**src/rtl/sha1_msg_sequencer.sv**
```systemverilog
// SHA-1 message sequencer: packs a 32-bit big-endian word stream into 512-bit
// blocks, appends the 0x80 marker, zero fill and 64-bit bit-length trailer,
// issues one core_start per block and returns the final digest.
//
// Ports
//   clk, rst                 clock, synchronous active-high reset
//   in_valid/in_ready        message word handshake
//   in_data, in_last         word (first byte in [31:24]), final-word marker
//   in_bytes                 valid bytes (0..4, MSB-first) of the final word
//   core_start, core_first   block start pulse; 1 = core loads IV
//   core_block               block to core, word 0 in [511:480]
//   core_done, core_digest   core completion pulse and chaining value H0..H4
//   digest_valid/ready       final digest handshake
//   digest                   final message digest
//   busy                     message in progress
module sha1_msg_sequencer (
   input  logic         clk,
   input  logic         rst,
   input  logic         in_valid,
   output logic         in_ready,
   input  logic [31:0]  in_data,
   input  logic         in_last,
   input  logic [2:0]   in_bytes,
   output logic         core_start,
   output logic         core_first,
   output logic [511:0] core_block,
   input  logic         core_done,
   input  logic [159:0] core_digest,
   output logic         digest_valid,
   input  logic         digest_ready,
   output logic [159:0] digest,
   output logic         busy
);

   localparam int unsigned NWORDS = 16;

   typedef enum logic [2:0] {IDLE, FILL, RUN, PAD, RUN_PAD, OUT} state_t;

   state_t      state;
   logic [31:0] words [NWORDS];
   logic [4:0]  word_cnt;
   logic [63:0] bit_len;
   logic        first_blk;
   logic        pad_pending;   // a length-only block still has to be sent
   logic        mark_pending;  // that block also carries 0x80000000 at word 0
   logic [2:0]  last_n;        // valid bytes of the final word (4 = full)

   logic        xfer;
   logic [63:0] len_inc;
   logic [3:0]  last_w;
   logic [4:0]  pad_idx;
   logic [31:0] tail_word;

   assign xfer = in_valid & in_ready;

   // Bits contributed by the accepted word.
   assign len_inc = in_last ? {58'd0, in_bytes, 3'd0} : 64'd32;

   // Index of the final word and of the word that receives the 0x80 marker.
   assign last_w  = 4'(word_cnt - 5'd1);
   assign pad_idx = (last_n >= 3'd4) ? word_cnt : {1'b0, last_w};

   // Partial final word: keep the valid bytes, insert 0x80, clear the rest.
   always_comb begin
      tail_word = 32'h8000_0000;
      case (last_n)
         3'd1:    tail_word = {words[last_w][31:24], 24'h80_0000};
         3'd2:    tail_word = {words[last_w][31:16], 16'h8000};
         3'd3:    tail_word = {words[last_w][31:8], 8'h80};
         default: tail_word = 32'h8000_0000;
      endcase
   end

   // The word buffer is the block presented to the core.
   for (genvar g = 0; g < NWORDS; g++) begin : g_blk
      assign core_block[511 - 32*g -: 32] = words[g];
   end

   // Sequencer state machine with registered outputs.
   always_ff @(posedge clk) begin
      if (rst) begin
         state        <= IDLE;
         in_ready     <= 1'b0;
         core_start   <= 1'b0;
         core_first   <= 1'b0;
         digest_valid <= 1'b0;
         digest       <= '0;
         busy         <= 1'b0;
         word_cnt     <= '0;
         bit_len      <= '0;
         first_blk    <= 1'b1;
         pad_pending  <= 1'b0;
         mark_pending <= 1'b0;
         last_n       <= '0;
         for (int i = 0; i < NWORDS; i++) words[i] <= '0;
      end else begin
         core_start <= 1'b0;
         case (state)
            IDLE: begin
               in_ready     <= 1'b1;
               word_cnt     <= '0;
               bit_len      <= '0;
               first_blk    <= 1'b1;
               pad_pending  <= 1'b0;
               mark_pending <= 1'b0;
               if (xfer) begin
                  words[0] <= in_data;
                  word_cnt <= 5'd1;
                  bit_len  <= len_inc;
                  last_n   <= in_last ? in_bytes : 3'd4;
                  busy     <= 1'b1;
                  if (in_last) begin
                     state    <= PAD;
                     in_ready <= 1'b0;
                  end else begin
                     state <= FILL;
                  end
               end
            end
            FILL: begin
               if (xfer) begin
                  words[word_cnt[3:0]] <= in_data;
                  word_cnt <= word_cnt + 5'd1;
                  bit_len  <= bit_len + len_inc;
                  last_n   <= in_last ? in_bytes : 3'd4;
                  if (in_last) begin
                     state    <= PAD;
                     in_ready <= 1'b0;
                  end else if (word_cnt == 5'd15) begin
                     state      <= RUN;
                     in_ready   <= 1'b0;
                     core_start <= 1'b1;
                     core_first <= first_blk;
                  end
               end
            end
            RUN: begin
               if (core_done) begin
                  first_blk <= 1'b0;
                  word_cnt  <= '0;
                  if (pad_pending) begin
                     state <= PAD;
                  end else begin
                     state    <= FILL;
                     in_ready <= 1'b1;
                  end
               end
            end
            PAD: begin
               core_start <= 1'b1;
               core_first <= first_blk;
               if (pad_pending) begin
                  // Length-only trailer block.
                  for (int i = 0; i < 14; i++) words[i] <= '0;
                  if (mark_pending) words[0] <= 32'h8000_0000;
                  words[14]    <= bit_len[63:32];
                  words[15]    <= bit_len[31:0];
                  pad_pending  <= 1'b0;
                  mark_pending <= 1'b0;
                  state        <= RUN_PAD;
               end else begin
                  for (int i = 0; i < NWORDS; i++) begin
                     if (5'(i) == pad_idx)
                        words[i] <= (last_n >= 3'd4) ? 32'h8000_0000 : tail_word;
                     else if (5'(i) > pad_idx)
                        words[i] <= '0;
                  end
                  if (pad_idx <= 5'd13) begin
                     words[14] <= bit_len[63:32];
                     words[15] <= bit_len[31:0];
                     state     <= RUN_PAD;
                  end else begin
                     // No room for the length: this block goes out without it.
                     pad_pending  <= 1'b1;
                     mark_pending <= (pad_idx == 5'd16);
                     state        <= RUN;
                  end
               end
            end
            RUN_PAD: begin
               if (core_done) begin
                  digest       <= core_digest;
                  digest_valid <= 1'b1;
                  state        <= OUT;
               end
            end
            OUT: begin
               if (digest_ready) begin
                  digest_valid <= 1'b0;
                  busy         <= 1'b0;
                  in_ready     <= 1'b1;
                  state        <= IDLE;
               end
            end
            default: state <= IDLE;
         endcase
      end
   end

endmodule

```
**config.mk**
```make
export PLATFORM = sky130hd
export DESIGN_NAME = sha1_msg_sequencer
export DESIGN_NICKNAME = d
export VERILOG_FILES = /design/src/rtl/sha1_msg_sequencer.sv
export SDC_FILE = /design/constraint.sdc
export NUM_CORES = 1
export LEC_CHECK = 0
export CAP_MARGIN = 10
export CORE_AREA = 2 2 343 345
export DETAILED_ROUTE_END_ITERATION = 10
export DIE_AREA = 0 0 345 347
export SLEW_MARGIN = 25
export SYNTH_ARGS = -nofsm -noshare
export SYNTH_HDL_FRONTEND = slang
export SYNTH_SLANG_ARGS = --single-unit
```
**constraint.sdc**
```tcl
create_clock -name clk -period 4.6 [get_ports clk]
set_input_delay 0.92 -clock clk [delete_from_list [all_inputs] [get_ports clk]]
set_output_delay 0.92 -clock clk [all_outputs]
set_load 0.02 [all_outputs]
```
==> impl_summary.log <==
[metrics] data required time at the worst endpoint: between 4 and 5 ns
[metrics] DRC violation total after the first TritonRoute iteration: around 3700
[metrics] setup repair after global routing missed its margin: false
[metrics] post-DR wirelength/cell: between 20 and 30 um
[metrics] Area growth syn-to-layout: 38.9%
[metrics] number of cells produced by synthesis: between 3000 and 4000
[metrics] Initial Utilization: 0.296
[metrics] Sinks on Clock Net: around 750
[metrics] clock root cell: sky130_fd_sc_hd__clkbuf_16
[metrics] met3 track demand over resource in global routing: 0.0625
[metrics] last weighted congestion value of the routability-driven placer: ~0.93
[metrics] full die area: about 120000 um2
[metrics] CORE AREA: between 100000 and 150000 um2
[metrics] count of instances resized after the clock tree is built: 0
[metrics] Setup Fix Bufs, Post-CTS: 0
[metrics] Distinct cells, synth: 71
[metrics] kind of critical path: reg -> reg
[metrics] wire length of the first global-routing pass: approximately 230000 um
[metrics] Clock H-tree levels: 3
[metrics] busiest layer in global routing: met2
[metrics] number of hold violations in the final report: 0
[metrics] Synth Cell Area: around 34000 um2
[metrics] measured slew at the worst slew-check pin: approximately 1.0 ns
[metrics] number of enable-type register cells in the synthesized netlist: just over 500
[metrics] layout cell share with drive strength beyond 1: 0.0890
[metrics] share of the synthesized area in the top cell type: 0.449
[metrics] met1 Use GR: 0.301
[metrics] Vias: ~30000
[metrics] cell area power density: ~370 nW/um2
[metrics] Post-DRT Antenna Nets: 0
[metrics] Max rail drop VDD: between 0.2 and 0.3 mV
[metrics] summed negative setup slack over all endpoints: 0 ns
[metrics] endpoint type of the worst setup path: flip-flop
[metrics] number of rows created at floorplan: around 130
[metrics] biggest fanout along the worst timing path: 25
[metrics] max frequency: ~260 MHz
[metrics] pin count of the biggest net entering global routing: 161
[metrics] main area contributors after synthesis: sky130_fd_sc_hd__edfxtp_1, sky130_fd_sc_hd__dfxtp_1, sky130_fd_sc_hd__nand2_1
[metrics] Most used DFF post-synth: sky130_fd_sc_hd__edfxtp_1
[metrics] setup slack of the critical path after layout: 0.788 ns
[metrics] minimum setup slack after placement: ~0.61 ns
[metrics] Static Leakage: roughly 16 nW
[metrics] Die Y: approximately 350 um
[metrics] number of nets in the layout: 4231
[metrics] setup violators final: 0
[metrics] asr flop ratio synth: 0
[metrics] global-route congestion overflow total: 0
[metrics] clock slew at the register clock pins of the worst setup and hold paths: around 0.06 ns
[metrics] overall routing resource usage: 0.262
[metrics] count of input and output buffers: 877
[metrics] part of the cycle the worst path needs: 0.829
[metrics] count of hold-fix buffers inserted at cts: 0
[metrics] proportion of synthesized chip area in sequential cells: 0.590
[metrics] status: finished clean
[metrics] post-layout min period: roughly 3.8 ns
[metrics] I/O pins: around 880
[metrics] Residual DRC: 0
[metrics] TritonCTS clock tree: built
[metrics] Yosys warning total: 0
[metrics] number of buffers added by the clock tree synthesis step: between 80 and 90
[metrics] antenna violations before repair: 12
[metrics] average via count per standard cell: ~5.5
[metrics] type of element launching the critical path: flip-flop
[metrics] maxcap violations: 0
[metrics] fin. max-slew vios: 0
[metrics] arrival time at the worst endpoint: ~4.2 ns
[metrics] vias in the first global route: 29300
[metrics] placed wire-length estimate after detailed placement: 117000 um
[metrics] nets in the synthesized netlist: 3466
[metrics] Slew headroom: 0.322
[metrics] Global Route met2 Usage: 0.456
[metrics] Routed WL: between 150000 and 200000 um
[metrics] First-pass DRT Iterations: 6
[metrics] Longest Clk Path Bufs: 3
[metrics] type of the most critical hold path: reg -> reg
[metrics] most area-hungry cell type in the Yosys netlist: sky130_fd_sc_hd__edfxtp_1
[metrics] clock latency on the worst-skew pair: 0.67 ns
[metrics] number of flip-flops and latches in the synthesized netlist: about 750
[metrics] Die X-Extent: roughly 350 um
[metrics] average size of a mapped cell: roughly 11 um2
[metrics] maximum clock skew at final layout: 0.0270 ns
==> flip-flops by register name, indices dropped and copies added, names as in the netlist, 3 cells and up <==
| name | count |
|---|---|
| words | 512 |
| word_cnt | 5 |
| last_n | 3 |
| bit_len | 61 |
| state | 3 |
| digest | 160 |
==> worst paths after layout <==
| kind | startpoint | endpoint | slack [ns] | cells after the start |
|---|---|---|---|---|
| min | digest[38] | digest[38] | 0.45 | 2 |
| max | word_cnt[0] | words[15][21] | 0.79 | 10 |
| min reg2reg | digest[38] | digest[38] | 0.45 | 2 |
| max reg2reg | word_cnt[0] | words[15][21] | 0.79 | 10 |
==> Yosys cell counts (40+ instances only) <==
cell and instances:
sky130_fd_sc_hd__o21ai_0 356, sky130_fd_sc_hd__edfxtp_1 512, sky130_fd_sc_hd__buf_2 42, sky130_fd_sc_hd__a21oi_1 218, sky130_fd_sc_hd__mux4_2 87, sky130_fd_sc_hd__nand2_1 787
sky130_fd_sc_hd__xnor2_1 41, sky130_fd_sc_hd__dfxtp_1 240, sky130_fd_sc_hd__clkbuf_1 235, sky130_fd_sc_hd__and3_1 98, sky130_fd_sc_hd__nor2_1 105, sky130_fd_sc_hd__a22o_1 40
==> critical path, stage by stage, from the launching register on <==
cell	delay (ns)
sky130_fd_sc_hd__dfxtp_4	0.58
sky130_fd_sc_hd__inv_1	0.11
sky130_fd_sc_hd__buf_4	0.23
sky130_fd_sc_hd__ha_4	0.52
sky130_fd_sc_hd__buf_4	0.43
sky130_fd_sc_hd__mux4_2	0.37
sky130_fd_sc_hd__nand2_1	0.09
sky130_fd_sc_hd__nand2_1	0.06
sky130_fd_sc_hd__a21oi_1	0.32
sky130_fd_sc_hd__nand2b_1	0.59
sky130_fd_sc_hd__o21ai_0	0.21
==> layer usage <==
layer	vias to the layer above	routed length, um
met5	-	76
met4	12	9000
met3	406	16800
met2	2153	80600
met1	15100	57200
li1	13200	-
==> cell families after synthesis <==
logic type / Yosys count / share of synthesized area
AOI/OAI and AO/OA: 762 / 0.129
xor gates and xnor gates: 51 / 0.0133
adders and majority gates: 10 / 0.00388
buffers and inverters: 339 / 0.0399
DFF: 752 / 0.590
muxes: 109 / 0.0641
and+or+nand+nor: 1232 / 0.160
==> final cells by class <==
type	count	area, um2
Fill cell	11100	68200
Sequential cell	752	20200
Multi-Input combinational cell	2164	12800
Timing Repair Buffer	993	9810
Clock buffer	105	2300
Tap cell	1524	1910
Clock inverter	52	470
Inverter	23	86.3
Antenna cell	2	5.00
==> report_power, final <==
group	switching (W)	internal [W]	total [W]
clock	0.00297	0.00390	0.00687
sequential	0.000278	0.00749	0.00777
combinational	0.00175	0.00114	0.00290
==> cell usage in the layout, fill, tap and decap left out, types with 25 or more instances in the layout <==
| master | synthesis | routed |
|---|---|---|
| sky130_fd_sc_hd__a21oi_1 | 218 | 218 |
| sky130_fd_sc_hd__a22o_1 | 40 | 39 |
| sky130_fd_sc_hd__a22oi_1 | 34 | 34 |
| sky130_fd_sc_hd__and2_1 | 36 | 35 |
| sky130_fd_sc_hd__and3_1 | 98 | 98 |
| sky130_fd_sc_hd__buf_4 | 9 | 103 |
| sky130_fd_sc_hd__clkbuf_16 | 0 | 88 |
| sky130_fd_sc_hd__clkdlybuf4s50_1 | 0 | 876 |
| sky130_fd_sc_hd__dfxtp_1 | 240 | 239 |
| sky130_fd_sc_hd__edfxtp_1 | 512 | 512 |
| sky130_fd_sc_hd__mux4_2 | 87 | 87 |
| sky130_fd_sc_hd__nand2_1 | 787 | 784 |
| sky130_fd_sc_hd__nand3_1 | 31 | 31 |
| sky130_fd_sc_hd__nand4_1 | 25 | 25 |
| sky130_fd_sc_hd__nor2_1 | 105 | 105 |
| sky130_fd_sc_hd__nor3_1 | 32 | 31 |
| sky130_fd_sc_hd__o21ai_0 | 356 | 356 |
| sky130_fd_sc_hd__xnor2_1 | 41 | 39 |
==> stage by stage <==
stage / total power, W / cells / cell area (um2) / util / hold slack, ns
finish: 0.0175 / 5615 / 47600 / 0.411 / 0.451
global route: 0.0180 / 5615 / 47600 / 0.411 / 0.468
CTS: 0.0176 / 5613 / 47500 / 0.411 / 0.453
detailed placement: 0.0108 / 5456 / 44800 / 0.387 / 0.446
global placement: 0.0107 / 5456 / 44800 / 0.387 / 0.441
floorplan: 0.00933 / 3255 / 34200 / - / 0.426
Note: power is estimated with default switching activity, not from simulation.
